<file path="config.mk">
export PLATFORM = sky130hd
export DESIGN_NAME = vga_timing_flat
export DESIGN_NICKNAME = d
export VERILOG_FILES = /design/src/rtl/vga_timing_if.sv /design/src/rtl/vga_timing.sv /design/src/flat_wrapper.sv
export SDC_FILE = /design/constraint.sdc
export NUM_CORES = 1
export LEC_CHECK = 0
export BUFFER_PORTS_ARGS = -buffer_cell sky130_fd_sc_hd__buf_2
export CAP_MARGIN = 20
export CORE_UTILIZATION = 35
export DETAILED_ROUTE_END_ITERATION = 8
export MAX_ROUTING_LAYER = met4
export PLACE_DENSITY = 0.52
export SETUP_SLACK_MARGIN = 0.05
export SKIP_CTS_REPAIR_TIMING = 1
export SLEW_MARGIN = 10
export SYNTH_ARGS = -nofsm -noshare
export SYNTH_HDL_FRONTEND = slang
export SYNTH_SLANG_ARGS = --single-unit
export TNS_END_PERCENT = 30
</file>
<file path="constraint.sdc">
create_clock -name pclk -period 3.3 [get_ports pclk]
set_clock_uncertainty 0.2 [all_clocks]
set_input_delay 0.66 -clock pclk [delete_from_list [all_inputs] [get_ports pclk]]
set_output_delay 0.66 -clock pclk [all_outputs]
set_load 0.01 [all_outputs]
</file>
<file path="src/rtl/vga_timing_if.sv">
// rtl/vga_timing_if.sv - raster output bundle from vga_timing to downstream pixel stages
interface vga_timing_if;
    logic [10:0] hcount;
    logic [10:0] vcount;
    logic        hsync;
    logic        vsync;
    logic        hblnk;
    logic        vblnk;
    logic        frame_start;
    logic [7:0]  frame_cnt;

    modport master (
        output hcount, vcount, hsync, vsync, hblnk, vblnk, frame_start, frame_cnt
    );

    modport slave (
        input hcount, vcount, hsync, vsync, hblnk, vblnk, frame_start, frame_cnt
    );
endinterface

</file>
<file path="src/rtl/vga_timing.sv">
// rtl/vga_timing.sv - free-running 800x600@60 raster generator with frame strobe/counter
// Optional VGA_SYNC_NEG_EN: active-low hsync/vsync (inactive and reset level 1).
module vga_timing #(
    parameter int H_VIS  = 800,
    parameter int H_FP   = 40,
    parameter int H_SYNC = 128,
    parameter int H_BP   = 88,
    parameter int V_VIS  = 600,
    parameter int V_FP   = 1,
    parameter int V_SYNC = 4,
    parameter int V_BP   = 23
) (
    input  logic         pclk,
    input  logic         rst,
    vga_timing_if.master vga
);
    localparam logic [10:0] H_TOT  = 11'(H_VIS + H_FP + H_SYNC + H_BP);
    localparam logic [10:0] V_TOT  = 11'(V_VIS + V_FP + V_SYNC + V_BP);
    localparam logic [10:0] H_VISL = 11'(H_VIS);
    localparam logic [10:0] V_VISL = 11'(V_VIS);
    localparam logic [10:0] HS_BEG = 11'(H_VIS + H_FP);
    localparam logic [10:0] HS_END = 11'(H_VIS + H_FP + H_SYNC);
    localparam logic [10:0] VS_BEG = 11'(V_VIS + V_FP);
    localparam logic [10:0] VS_END = 11'(V_VIS + V_FP + V_SYNC);

`ifdef VGA_SYNC_NEG_EN
    localparam logic SYNC_ON = 1'b0;
`else
    localparam logic SYNC_ON = 1'b1;
`endif

    logic [10:0] hcount_q, hcount_d;
    logic [10:0] vcount_q, vcount_d;
    logic        hsync_q, hsync_d;
    logic        vsync_q, vsync_d;
    logic        hblnk_q, hblnk_d;
    logic        vblnk_q, vblnk_d;
    logic        frame_start_q, frame_start_d;
    logic [7:0]  frame_cnt_q, frame_cnt_d;
    logic        h_wrap;
    logic        v_last;

    // Flags are derived from the next counter values so they line up with the
    // registered coordinates in the same cycle.
    always_comb begin
        h_wrap        = (hcount_q == H_TOT - 11'd1);
        v_last        = (vcount_q == V_TOT - 11'd1);
        hcount_d      = h_wrap ? 11'd0 : hcount_q + 11'd1;
        vcount_d      = vcount_q;
        if (h_wrap) begin
            vcount_d = v_last ? 11'd0 : vcount_q + 11'd1;
        end
        hblnk_d       = (hcount_d >= H_VISL);
        vblnk_d       = (vcount_d >= V_VISL);
        hsync_d       = (hcount_d >= HS_BEG && hcount_d < HS_END) ? SYNC_ON : ~SYNC_ON;
        vsync_d       = (vcount_d >= VS_BEG && vcount_d < VS_END) ? SYNC_ON : ~SYNC_ON;
        frame_start_d = h_wrap && v_last;
        frame_cnt_d   = frame_cnt_q + {7'd0, frame_start_d};
    end

    always_ff @(posedge pclk or negedge rst) begin
        if (!rst) begin
            hcount_q      <= 11'd0;
            vcount_q      <= 11'd0;
            hsync_q       <= ~SYNC_ON;
            vsync_q       <= ~SYNC_ON;
            hblnk_q       <= 1'b0;
            vblnk_q       <= 1'b0;
            frame_start_q <= 1'b0;
            frame_cnt_q   <= 8'd0;
        end else begin
            hcount_q      <= hcount_d;
            vcount_q      <= vcount_d;
            hsync_q       <= hsync_d;
            vsync_q       <= vsync_d;
            hblnk_q       <= hblnk_d;
            vblnk_q       <= vblnk_d;
            frame_start_q <= frame_start_d;
            frame_cnt_q   <= frame_cnt_d;
        end
    end

    assign vga.hcount      = hcount_q;
    assign vga.vcount      = vcount_q;
    assign vga.hsync       = hsync_q;
    assign vga.vsync       = vsync_q;
    assign vga.hblnk       = hblnk_q;
    assign vga.vblnk       = vblnk_q;
    assign vga.frame_start = frame_start_q;
    assign vga.frame_cnt   = frame_cnt_q;
endmodule
</file>
<file path="src/flat_wrapper.sv">
// flat-port wrapper written by rule: the top's interface ports become plain ports
module vga_timing_flat 
#(
    parameter int H_VIS  = 800,
    parameter int H_FP   = 40,
    parameter int H_SYNC = 128,
    parameter int H_BP   = 88,
    parameter int V_VIS  = 600,
    parameter int V_FP   = 1,
    parameter int V_SYNC = 4,
    parameter int V_BP   = 23
)
  (pclk, rst, vga_hcount, vga_vcount, vga_hsync, vga_vsync, vga_hblnk, vga_vblnk, vga_frame_start, vga_frame_cnt);
  vga_timing_if vga_i ();
  input  logic pclk;
  input  logic rst;
  output wire logic [$bits(vga_i.hcount)-1:0] vga_hcount;
  output wire logic [$bits(vga_i.vcount)-1:0] vga_vcount;
  output wire logic [$bits(vga_i.hsync)-1:0] vga_hsync;
  output wire logic [$bits(vga_i.vsync)-1:0] vga_vsync;
  output wire logic [$bits(vga_i.hblnk)-1:0] vga_hblnk;
  output wire logic [$bits(vga_i.vblnk)-1:0] vga_vblnk;
  output wire logic [$bits(vga_i.frame_start)-1:0] vga_frame_start;
  output wire logic [$bits(vga_i.frame_cnt)-1:0] vga_frame_cnt;
  assign vga_hcount = vga_i.hcount;
  assign vga_vcount = vga_i.vcount;
  assign vga_hsync = vga_i.hsync;
  assign vga_vsync = vga_i.vsync;
  assign vga_hblnk = vga_i.hblnk;
  assign vga_vblnk = vga_i.vblnk;
  assign vga_frame_start = vga_i.frame_start;
  assign vga_frame_cnt = vga_i.frame_cnt;
  vga_timing #(.H_VIS(H_VIS), .H_FP(H_FP), .H_SYNC(H_SYNC), .H_BP(H_BP), .V_VIS(V_VIS), .V_FP(V_FP), .V_SYNC(V_SYNC), .V_BP(V_BP)) u_core (.pclk(pclk), .rst(rst), .vga(vga_i));
endmodule
</file>
Yosys cells after proc, flatten, opt, wreduce, memory -nomap -nowiden
Cells that the tools add are included.
{ "word_totals": {"n_memories": 0, "latchBits": 0, "wordCells": 27, "romBits": 0, "regBits": 35, "mem_bits_rw": 0, "out_inout_bits": 35, "input_bits": 2} }
{ "op_classes": {"bitwise": 0, "magnitude_cmp": 6, "add_sub_neg": 3, "div": 0, "n_reduce_logical": 3, "muxes": 5, "shifts": 0, "n_eq_ne": 2, "mul": 0} }
{ "ops": {"columns": ["cell", "count"], "rows": [
  ["$ge A11 B10 Y1 const B", 4],
  ["$mux W11", 3],
  ["$add A11 B1 Y11 const B", 2],
  ["$lt A11 B10 Y1 const B", 2],
  ["$eq A11 B10 Y1 const B", 1],
  ["$eq A11 B11 Y1 const B", 1],
  ["$add A8 B1 Y8", 1],
  ["$logic_and A1 B1 Y1", 3],
  ["$mux W1", 2]
]} }

Longest topological paths before layout
{ "logic_depth": {"depth_word": 6, "mapped_depth": 10, "mapped_depth_nobuf": 9} }

Worst setup path after synthesis
Ideal clock, no wire load.
{ "synth_timing": {"kind": "register to register", "start": "reg u_core.hcount_q[5], in the netlist u_core.vga.hcount[5]", "end": "reg u_core.frame_cnt_q[6], in the netlist u_core.vga.frame_cnt[6]", "synth_period_minus_slack_ps": 2648, "path_buffers": 0, "setup_ps": 125, "path_stages_with_launch": 9, "required_ps": 2975, "arrival_time_ps": 2323, "setup_slack_ps": 652, "cell_sequence": "dfrtp_1 > nor4b_1 > nand3_1 > nor2_1 > ha_1 > ha_1 > and3_1 > nand3_1 > xnor2_1"} }
{ "synth_between": {"elab_chain_cells": 3} }
{ "synth_lines": {"columns": ["element", "line_no", "source"], "rows": [
  ["start, declared", "vga_timing.sv:32", "logic [10:0] hcount_q, hcount_d;"],
  ["start signal, assigned", "vga_timing.sv:72", "hcount_q <= hcount_d;"],
  ["$eq A11 B11 Y1", "vga_timing.sv:46", "h_wrap = (hcount_q == H_TOT - 11'd1);"],
  ["$logic_and A1 B1 Y1", "vga_timing.sv:57", "frame_start_d = h_wrap && v_last;"],
  ["named net u_core.frame_start_d", "vga_timing.sv:38", "logic frame_start_q, frame_start_d;"],
  ["$add A8 B1 Y8", "vga_timing.sv:58", "frame_cnt_d = frame_cnt_q + {7'd0, frame_start_d};"],
  ["named net u_core.frame_cnt_d[6]", "vga_timing.sv:39", "logic [7:0] frame_cnt_q, frame_cnt_d;"],
  ["end signal, assigned", "vga_timing.sv:79", "frame_cnt_q <= frame_cnt_d;"],
  ["end, declared", "vga_timing.sv:39", null]
]} }
The timed path passes the listed nets, and every way through them passes these cells.

Worst setup path in the final report
{ "layout_timing": {"start": "reg u_core.hcount_q[5], in the netlist u_core.vga.hcount[5]", "end": "reg u_core.vsync_q, in the netlist u_core.vga.vsync"} }
{ "layout_between": {"elab_chain_cells": 5, "elab_cells_between_ends": 6, "classes_between": "order compare (2); eq/ne (1); mux (2); reduce/logical (1)"} }
{ "layout_lines": {"columns": ["element", "line_no", "source"], "rows": [
  ["$eq A11 B11 Y1 *", "vga_timing.sv:46", null],
  ["$mux W11 *", "vga_timing.sv:50", "if (h_wrap) begin"],
  ["$ge A11 B10 Y1 or $lt A11 B10 Y1 (tied branches)", "vga_timing.sv:56", "vsync_d = (vcount_d >= VS_BEG && vcount_d < VS_END) ? SYNC_ON : ~SYNC_ON;"],
  ["$logic_and A1 B1 Y1 *", "vga_timing.sv:56", null],
  ["$mux W1 *", "vga_timing.sv:56", null],
  ["named net u_core.vsync_d", "vga_timing.sv:35", "logic vsync_q, vsync_d;"],
  ["end signal, assigned", "vga_timing.sv:66", "vsync_q <= ~SYNC_ON;"],
  ["end signal, assigned", "vga_timing.sv:75", "vsync_q <= vsync_d;"],
  ["end, declared", "vga_timing.sv:35", null]
]} }
Mark *: on every way through the listed nets, which the timed path passes. The rest lies on a longest branch.

==> summary.md <==
| Metric | Value |
|---|---|
| Max_slew headroom | `0.480` |
| Reg area | `876 um^2` |
| Crit Path Category | `flip-flop to flip-flop` |
| First-iteration detailed-routing DRC count | `36` |
| Worst setup SP type | `flip-flop` |
| Setup TNS | `0 ns` |
| Placed cells | `278` |
| Buf/Inv on CP | `0` |
| Main synth FF type | `dfrtp_1` |
| Final setup violation count | `0` |
| Vias/cell | `5.00` |
| Port bufs | `36` |
| Initial Util | `0.371` |
| Number of global-route vias before repair | `approximately 1400` |
| Die Wd | `between 70 and 80 um` |
| Area Overhead vs Synth | `19.9%` |
| Worst hold slack | `0.241 ns` |
| DRT Pass-1 Iters | `4` |
| R2R Setup Slk | `about 0.48 ns` |
| Vias | `1430` |
| Worst Setup End Kind | `flip-flop` |
| Footprint of the multi-input gates | `860 um^2` |
| Slew Limit Fails | `0` |
| Core ar. | `4820 um^2` |
| GPL Wtd Cong | `0.877` |
| Grt total ovfl | `0` |
| Clock slew seen by the registers of the worst setup and hold paths | `0.07 ns` |
| CTS tree | `yes` |
| Worst EP arrival | `2.80 ns` |
| Final WL | `4060 um` |
| Final period utilization | `0.854` |
| Diodes inserted | `0` |
| Peak Freq | `0.355 GHz` |
| RSZ-0062 raised after global routing | `false` |
| # H-tree levels | `2` |
| I/O Pins | `37` |
| Clock root buffer | `clkbuf_8` |
| Cells after Synth | `176` |
| Nets | `224` |
| Ys Warns | `0` |
| Fraction of synthesis flops using an asynchronous set or reset pin | `1.00` |
| Die height | `between 70 and 80 um` |
| # DRC | `0` |
| Layout cells sized above 1 | `0.247` |
| Antenna Violating Nets Remaining | `0` |
| Average cell area after synthesis | `between 10 and 15 um^2` |
| First-pass GRT wire length | `6940 um` |
| Top delay family on crit path | `simple AND/OR/NAND/NOR gates` |
| Fillers | `~500` |
| Total CTS buffers | `5` |
| Non-Filler Instances | `286` |
| Count of cell types in the netlist | `40` |
| Total track usage | `0.175` |
| Largest stage delay on the critical path | `0.55 ns` |
| #FFs+latches synth | `35` |
| Status | `finished, final reports clean` |
| Worst EP required | `3.29 ns` |
| Static Leak | `0.00110 uW` |
| Die area | `approximately 5400 um^2` |
| Initial antenna violation count | `0` |
| CTS Sinks | `35` |
| Wire per inst | `roughly 14 um` |
| Final Core Density | `0.445` |
| Syn_nets | `182` |
| Register area share after synthesis | `0.490` |
| DP Wirelength | `3010 um` |
| Final hold vios | `0` |
| Crit-path cells | `nor4b_1, nand3_1, or3_1, a211oi_1, nand4_1, nor4_2` |
| EDFF count, synth | `0` |
| Largest net degree at the start of global routing | `36` |
| Pwr Total | `~740 uW` |
| CTS Buffer Depth | `2` |
| Minimum clock period | `roughly 2.8 ns` |
| Crit-path slowest cell | `nor4b_1` |
| Max-cap violations | `0` |
| Worst skew pair latency | `0.29 ns` |
| Pwr Density | `343 nW/um^2` |
| Num rows | `25` |
| Maximum fanout along the worst path | `8` |
| Slew of the pin with the lowest slew margin | `0.779 ns` |
| Worst vdd ir | `0.204 mV` |
| Hold crit path type | `input port to asynchronous set/reset pin` |
| Mapped cell area | `1790 um^2` |
## worst reg2reg max path: cells and delay by family (launching register included)
kind            cells  cell delay (ns)
flops               1             0.47
simple gates        5             1.75
compound gates      1             0.30
## report_power, final
part / total [uW] / internal [uW] / switching, uW
combinational: 8.44 / 0.427 / 8.01
clock: 298 / 144 / 154
sequential: 429 / 429 / 0
## through the flow
| stage | setup WS, ns | area, um^2 |
|---|---|---|
| after detailed placement | 0.531 | 2060 |
| after floorplan | 0.652 | 1790 |
| final | 0.481 | 2140 |
| after global routing | 0.287 | 2140 |
| after global placement | 0.634 | 2060 |
| after CTS | 0.508 | 2140 |
## synthesized netlist by cell type (5+ instances only)
| master | instances | share of area |
|---|---|---|
| dfrtp_1 | 35 | 0.49 |
| nand2_1 | 16 | 0.034 |
| nand3_1 | 15 | 0.042 |
| nor2_1 | 13 | 0.027 |
| xnor2_1 | 12 | 0.059 |
| inv_1 | 10 | 0.021 |
| xor2_1 | 10 | 0.049 |
| nand4_1 | 6 | 0.021 |
| and3_1 | 5 | 0.017 |
| o21ai_0 | 5 | 0.014 |
## layout make-up
cell class                      count  share of cell area
Clock buffer                        5              0.0321
Clock inverter                      3             0.00701
Inverter                           10              0.0175
Multi-Input combinational cell    127               0.401
Sequential cell                    35               0.409
Tap cell                           67              0.0391
Timing Repair Buffer               39              0.0946
## per-layer routing
layer  share of wire  global-route usage
met1            0.50               0.232
met2            0.45               0.260
met3           0.038              0.0466
met4           0.013              0.0556
met5               0                   -
## cells by family (layout without fill, tap and decap cells)
group | after synthesis | after routing | synth area share
and+or+nand+nor | 81 | 81 | 0.269
xor gates and xnor gates | 22 | 22 | 0.108
DFF | 35 | 35 | 0.490
adders and majority gates | 4 | 4 | 0.0280
buffers and inverters | 14 | 57 | 0.0294
AOI/OAI and AO/OA | 20 | 20 | 0.0763
## state kept, by name, indices dropped and copies added (netlist names)
signal                  count
u_core.vga.vcount          11
u_core.vga.vblnk            1
u_core.vga.frame_start      1
u_core.vga.vsync            1
u_core.vga.hblnk            1
u_core.vga.frame_cnt        8
u_core.vga.hcount          11
u_core.vga.hsync            1
## cells in the final DEF, fill, tap and decap left out, drive strengths merged, types with 2 or more instances in the layout
| cell | Yosys | layout |
|---|---|---|
| nor4b | 2 | 2 |
| inv | 10 | 10 |
| nand4b | 2 | 2 |
| ha | 4 | 4 |
| nand4 | 6 | 6 |
| clkbuf | 4 | 5 |
| nand2 | 16 | 16 |
| nor2 | 13 | 13 |
| nor4 | 6 | 6 |
| and3 | 6 | 6 |
| clkinv | 0 | 3 |
| xnor2 | 12 | 12 |
| o21ai | 6 | 6 |
| and4 | 2 | 2 |
| a21oi | 3 | 3 |
| or4 | 2 | 2 |
| buf | 0 | 39 |
| nand3 | 15 | 15 |
| dfrtp | 35 | 35 |
| o211ai | 2 | 2 |
| xor2 | 10 | 10 |
| a22oi | 2 | 2 |
| and2 | 4 | 4 |
## final timing paths
check,startpoint,to,cells after the start
worst min register to register,u_core.vga.frame_cnt[7],u_core.vga.frame_cnt[7],1
worst min-delay path,rst,u_core.vga.frame_start,1
worst max-delay path,u_core.vga.hcount[5],u_core.vga.vsync,6
min in group pclk,u_core.vga.frame_cnt[7],u_core.vga.frame_cnt[7],1
max in group asynchronous,rst,u_core.vga.vcount[0],1
worst max register to register,u_core.vga.hcount[5],u_core.vga.vsync,6
No activity file was read; power rests on OpenSTA's default activity.
